--- src/rtl/battle_pkg.sv ---
// Shared codes for the turn-based combat sequencer: attack types, hit outcomes, FSM states.
package battle_pkg;

  typedef enum logic [1:0] {
    STANDBY = 2'b00,
    LIGHT   = 2'b01,
    HEAVY   = 2'b10
  } atk_t;

  typedef enum logic [1:0] {
    NO_HIT   = 2'b00,
    CRITICAL = 2'b01,
    NORMAL   = 2'b10,
    MISS     = 2'b11
  } hit_t;

  typedef enum logic [2:0] {
    IDLE        = 3'd0,
    WAIT_ATTACK = 3'd1,
    ISSUE       = 3'd2,
    RESOLVE     = 3'd3,
    GAME_OVER   = 3'd4
  } state_t;

  // Code 11 is deliberately not an attack; it behaves like STANDBY.
  function automatic logic is_attack(input logic [1:0] t);
    return (t == LIGHT) || (t == HEAVY);
  endfunction

endpackage

--- src/rtl/damage_calc.sv ---
// Combinational damage from attack type and hit outcome; critical doubles the base.
// Zero latency, no flow control.
module damage_calc
  import battle_pkg::*;
#(
  parameter int HP_WIDTH  = 8,
  parameter int LIGHT_DMG = 10,
  parameter int HEAVY_DMG = 20
) (
  input  logic [1:0]        atk_type,
  input  logic [1:0]        hit_state,
  output logic [HP_WIDTH:0] damage
);

  localparam int DW = HP_WIDTH + 1;

  logic [HP_WIDTH:0] base;

  always_comb begin
    base = '0;
    case (atk_type)
      LIGHT:   base = DW'(LIGHT_DMG);
      HEAVY:   base = DW'(HEAVY_DMG);
      default: base = '0;
    endcase

    damage = '0;
    case (hit_state)
      CRITICAL: damage = base << 1;
      NORMAL:   damage = base;
      default:  damage = '0;
    endcase
  end

endmodule

--- src/rtl/battle_resolver.sv ---
// Turn-based combat sequencer: accept attack, issue to outcome generator, resolve damage 2 edges later.
// Attacks are taken only while o_attack_ready is high; i_start restarts from any state.
module battle_resolver
  import battle_pkg::*;
#(
  parameter int HP_WIDTH  = 8,
  parameter int MAX_HP    = 100,
  parameter int LIGHT_DMG = 10,
  parameter int HEAVY_DMG = 20
) (
  input  logic                i_clk,
  input  logic                i_reset,
  input  logic                i_start,
  input  logic                i_attack_valid,
  input  logic [1:0]          i_attack_type,
  output logic                o_attack_ready,
  output logic [1:0]          o_type,
  output logic                o_isPlayer,
  input  logic [1:0]          i_hit_state,
  output logic [HP_WIDTH-1:0] o_player_hp,
  output logic [HP_WIDTH-1:0] o_cpu_hp,
  output logic [HP_WIDTH:0]   o_last_damage,
  output logic                o_result_valid,
  output logic                o_game_over,
  output logic                o_player_won
);

  localparam logic [HP_WIDTH-1:0] HP_FULL = HP_WIDTH'(MAX_HP);

  state_t              state, state_nxt;
  logic [HP_WIDTH-1:0] player_hp, player_hp_nxt;
  logic [HP_WIDTH-1:0] cpu_hp, cpu_hp_nxt;
  logic [HP_WIDTH-1:0] def_hp, def_hp_new;
  logic [HP_WIDTH:0]   dmg, last_dmg, last_dmg_nxt;
  logic [1:0]          atk_type, atk_type_nxt;
  logic                is_player, is_player_nxt;
  logic                result_vld, result_vld_nxt;
  logic                game_over, game_over_nxt;
  logic                player_won, player_won_nxt;

  damage_calc #(
    .HP_WIDTH  (HP_WIDTH),
    .LIGHT_DMG (LIGHT_DMG),
    .HEAVY_DMG (HEAVY_DMG)
  ) u_damage_calc (
    .atk_type  (atk_type),
    .hit_state (i_hit_state),
    .damage    (dmg)
  );

  // Saturating subtract: damage is one bit wider than HP, so compare before subtracting.
  always_comb begin
    def_hp     = is_player ? cpu_hp : player_hp;
    def_hp_new = (dmg >= {1'b0, def_hp}) ? '0 : def_hp - dmg[HP_WIDTH-1:0];
  end

  always_comb begin
    state_nxt      = state;
    player_hp_nxt  = player_hp;
    cpu_hp_nxt     = cpu_hp;
    last_dmg_nxt   = last_dmg;
    atk_type_nxt   = atk_type;
    is_player_nxt  = is_player;
    result_vld_nxt = 1'b0;
    game_over_nxt  = game_over;
    player_won_nxt = player_won;

    if (i_start) begin
      state_nxt      = WAIT_ATTACK;
      player_hp_nxt  = HP_FULL;
      cpu_hp_nxt     = HP_FULL;
      last_dmg_nxt   = '0;
      atk_type_nxt   = STANDBY;
      is_player_nxt  = 1'b1;
      game_over_nxt  = 1'b0;
      player_won_nxt = 1'b0;
    end else begin
      case (state)
        IDLE: ;
        WAIT_ATTACK: begin
          if (i_attack_valid && is_attack(i_attack_type)) begin
            atk_type_nxt = i_attack_type;
            state_nxt    = ISSUE;
          end
        end
        ISSUE: state_nxt = RESOLVE;
        RESOLVE: begin
          if (is_player) cpu_hp_nxt = def_hp_new;
          else           player_hp_nxt = def_hp_new;
          last_dmg_nxt   = dmg;
          result_vld_nxt = 1'b1;
          atk_type_nxt   = STANDBY;
          is_player_nxt  = ~is_player;
          if (def_hp_new == '0) begin
            game_over_nxt  = 1'b1;
            player_won_nxt = is_player;
            state_nxt      = GAME_OVER;
          end else begin
            state_nxt = WAIT_ATTACK;
          end
        end
        GAME_OVER: ;
        default: state_nxt = IDLE;
      endcase
    end
  end

  always_ff @(posedge i_clk) begin
    if (i_reset) state <= IDLE;
    else         state <= state_nxt;
  end

  always_ff @(posedge i_clk) begin
    if (i_reset) begin
      player_hp  <= HP_FULL;
      cpu_hp     <= HP_FULL;
      last_dmg   <= '0;
      atk_type   <= STANDBY;
      is_player  <= 1'b1;
      result_vld <= 1'b0;
      game_over  <= 1'b0;
      player_won <= 1'b0;
    end else begin
      player_hp  <= player_hp_nxt;
      cpu_hp     <= cpu_hp_nxt;
      last_dmg   <= last_dmg_nxt;
      atk_type   <= atk_type_nxt;
      is_player  <= is_player_nxt;
      result_vld <= result_vld_nxt;
      game_over  <= game_over_nxt;
      player_won <= player_won_nxt;
    end
  end

  assign o_attack_ready = (state == WAIT_ATTACK);
  assign o_type         = atk_type;
  assign o_isPlayer     = is_player;
  assign o_player_hp    = player_hp;
  assign o_cpu_hp       = cpu_hp;
  assign o_last_damage  = last_dmg;
  assign o_result_valid = result_vld;
  assign o_game_over    = game_over;
  assign o_player_won   = player_won;

endmodule
--- config.mk ---
export PLATFORM = sky130hd
export DESIGN_NAME = battle_resolver
export DESIGN_NICKNAME = d
export VERILOG_FILES = /design/src/rtl/battle_pkg.sv /design/src/rtl/damage_calc.sv /design/src/rtl/battle_resolver.sv
export SDC_FILE = /design/constraint.sdc
export NUM_CORES = 1
export LEC_CHECK = 0
export BUFFER_PORTS_ARGS = -buffer_cell sky130_fd_sc_hd__buf_4
export CAP_MARGIN = 20
export CORE_MARGIN = 5
export CORE_UTILIZATION = 55
export CTS_BUF_LIST = sky130_fd_sc_hd__clkbuf_4
export CTS_CLUSTER_SIZE = 25
export DETAILED_ROUTE_END_ITERATION = 10
export PLACE_DENSITY = 0.86
export SYNTH_ARGS = -nofsm -noshare
export SYNTH_HDL_FRONTEND = slang
export SYNTH_SLANG_ARGS = --single-unit
--- constraint.sdc ---
create_clock -name i_clk -period 3.7 [get_ports i_clk]
set_input_delay 0 -clock i_clk [delete_from_list [all_inputs] [get_ports i_clk]]
set_output_delay 0 -clock i_clk [all_outputs]
set_load 0.01 [all_outputs]
==> impl_metrics.yaml <==
run_status:
  status: "complete, no violations"
yosys:
  synth_edf_count: 0
  synthTopCellsByArea: "dfxtp_1, ha_1, a21oi_1"
  async_reset_ff_share_pct: 0
  yosys_warnings: 0
  synth_top_cell_by_area: "dfxtp_1"
  synth_seq_cells: 29
  netlist_area_mm2: 0.00176
  ys.flop_type: "dfxtp_1"
  avgSynthCellArea_um2: 8.53
  syn_inst: 206
  synth_top_area_share_pct: 33.0
  seq_area_frac_synth_pct: 33.0
  synthDistinctLibCells: 52
cts:
  cts_resized: 0
  post_cts_buffers: 0
  clock_latency_ns: 0.34
  clock_sinks: 29
  cts.reportedPaths.clkPinSlew_ns: 0.08
  htreeDepth: 2
  cts_tree: "done"
  cts_buffers: 5
  clockBufferDepth: 2
  cts-root-buf: "clkbuf_4"
placement:
  hpwl_um: 2940
  gp_congestion: 0.951
  dp.cells: 274
  port_buffers: 35
timing:
  maxSlewHeadroom_pct: 38.4
  fin_crit_sh_pct: 77.2
  skew_ns: 0.00760
  rsz0062_at_grt: "no"
  setup_violations: 0
  max_freq_ghz: 0.350
  hold_viol: 0
  drv_slew: 0
  tns_ns: 0
  worst_slew_pin_slew_ns: 0.920
  min_period_ns: 2.86
finish:
  multi_input_area_mm2: 0.00105
  stdcell_count: 286
  area_growth_pct: 19.4
  fillCellCount: 276
  antenna_cells: 0
  drive_gt1_share_pct: 21.9
  seqCellArea_um2: 581
  final_nets: 263
worst_setup_path:
  required_ns: 3.96
  crit_fanout: 16
  slowest_stage: "dfxtp_1"
  r2r-end: "o_cpu_hp[3]"
  cp-end-kind: "flop"
  startpoint: "o_isPlayer"
  worstPathArrival_ns: 3.12
  reg2regPathDepth: 8
  timing.critical_path.buf_inv: 0
  crit_chain: "mux2_2, ha_1, a21o_1, a211oi_2, o21a_2, nor2_2, or3_1, a21oi_1"
  cp_top_family: "flip-flops"
  rrSetupSlack_ns: 0.84
  rr_startpoint: "o_isPlayer"
  worst-setup-path-type: "reg2reg"
  start_kind: "flop"
  critical_path.max_stage_delay_ns: 0.74
hold_path:
  hold_path_end: "o_type[1]"
  hp-start: "i_attack_valid"
  min_path_cells: 4
  hold_class: "in2reg"
power_and_ir_drop:
  irDropWorstVdd_uv: 193
  leakagePower_uw: 0.000904
  p_per_area_mw_per_mm2: 255
route:
  avgViaCountPerCell: 5.50
  vias: 1573
  drt_wl_total_um: 4040
  drc: 0
  ant_nets: 0
  drt_pass1_iterations: 4
  wire_per_inst_um: 14.1
  drtIter0Drc: 100
global_route:
  grt_use_total_pct: 20.3
  grt_start_max_net_pins: 19
  grt_pass1_vias: 1556
  grt_overflow: 0
  antenna_found_initial: 0
  grt_pass1_wl_um: 6810
floorplanning:
  die_w_um: 66.5
  core-area_mm2: 0.00305
  initial_core_util_pct: 57.6
  std_cell_rows: 20
  boundaryPins: 40
  die_h_um: 66.5
  dieArea_mm2: 0.00443
job:
  cap_violations: 0
[layer usage]
metal	GRT usage (%)	wire length [um]	up-vias
met4	8.12	73	0
met5	0	0	-
met2	33.3	1840	54
li1	-	-	786
met3	5.73	262	10
met1	25.0	1860	723
[sequential cells by signal (all words and copies together) (netlist names), 2 cells and up]
name           cells
o_type             2
state              3
o_cpu_hp           8
o_last_damage      4
o_player_hp        8
[worst reg2reg max path, cell delays in order, from the launching register on]
cell	delay, ns
dfxtp_1	0.74
mux2_2	0.43
ha_1	0.36
a21o_1	0.20
a211oi_2	0.21
o21a_2	0.21
nor2_2	0.12
or3_1	0.41
a21oi_1	0.12
[logic make-up (layout without fill, tap and decap cells)]
kind of cell             after synthesis  in the layout  synth area share, %
adder cells (fa/ha/maj)               13             13                 9.68
flip-flops                            29             29                 33.0
other                                  1              4                0.213
XOR/XNOR                               6              6                 2.99
AND/OR/NAND/NOR                       72             72                 20.9
AO/OA/AOI/OAI                         47             47                 18.6
multiplexers                          11             11                 6.97
buffers and inverters                 27             60                 7.69
[stage by stage]
step / total power [uW] / setup WS (ns) / hold slack [ns] / util, % / area (um^2)
2_1_floorplan: 347 / 0.874 / 0.0721 / - / 1770
3_3_place_gp: 357 / 0.917 / 0.177 / 65.5 / 2000
3_5_place_dp: 358 / 0.882 / 0.188 / 65.5 / 2000
4_1_cts: 540 / 0.852 / 0.0341 / 68.8 / 2100
5_1_grt: 557 / 0.607 / 0.0521 / 68.8 / 2100
6_report: 535 / 0.843 / 0.0512 / 68.8 / 2100
[area by class of cell]
type                       count  share of cell area, %
inverter                      13                   2.32
clock buffer                   6                   2.15
multi-input combinational    153                   50.2
clock inverter                 1                  0.179
sequential                    29                   27.7
timing repair buffer          40                   14.9
tap                           44                   2.62
[where the power goes]
| part | internal, uW | switching (uW) |
|---|---|---|
| clock | 76.0 | 105 |
| combinational | 17.1 | 21.7 |
| sequential | 313 | 2.24 |
| total | 406 | 128 |
[cell usage after synthesis, types with 3 or more instances]
master and number:
nand4_1 3, nand3_1 9, xnor2_1 3, buf_4 5, a21oi_1 17, or3_1 4, nand2_1 19, nor2b_1 3
inv_1 13, xor2_1 3, dfxtp_1 29, clkbuf_1 6, o21ai_0 6, mux2i_1 6, nor3_1 5, ha_1 12
mux2_2 3, nor2_1 15
[placed cells by master, fill, tap and decap left out, types with 3 or more instances in the layout]
| master | n |
|---|---|
| nand2_1 | 19 |
| xnor2_1 | 3 |
| a21oi_1 | 17 |
| buf_4 | 35 |
| conb_1 | 4 |
| ha_1 | 12 |
| nor2b_1 | 3 |
| nand3_1 | 9 |
| o21ai_0 | 6 |
| mux2_2 | 3 |
| or3_1 | 4 |
| dlygate4sd3_1 | 5 |
| xor2_1 | 3 |
| nor3_1 | 5 |
| nand4_1 | 3 |
| nor2_1 | 15 |
| mux2i_1 | 6 |
| dfxtp_1 | 29 |
| inv_1 | 13 |
| clkbuf_4 | 6 |
[worst max path at each step]
stage | end | slack (ns) | cells past startpoint
2_1_floorplan | o_player_hp[4] | 0.87 | 11
3_3_place_gp | o_player_hp[3] | 0.92 | 8
3_5_place_dp | o_cpu_hp[3] | 0.88 | 8
4_1_cts | o_cpu_hp[3] | 0.85 | 8
5_1_grt | o_player_hp[7] | 0.61 | 9
6_report | o_cpu_hp[3] | 0.84 | 8
[what timing repair did]
item | CTS | global route
setup endpoints to repair | 0 | 0
hold buffers | 5 | 0
endpoints found under the hold margin | 3 | 0
(Power assumes the default switching activity.)
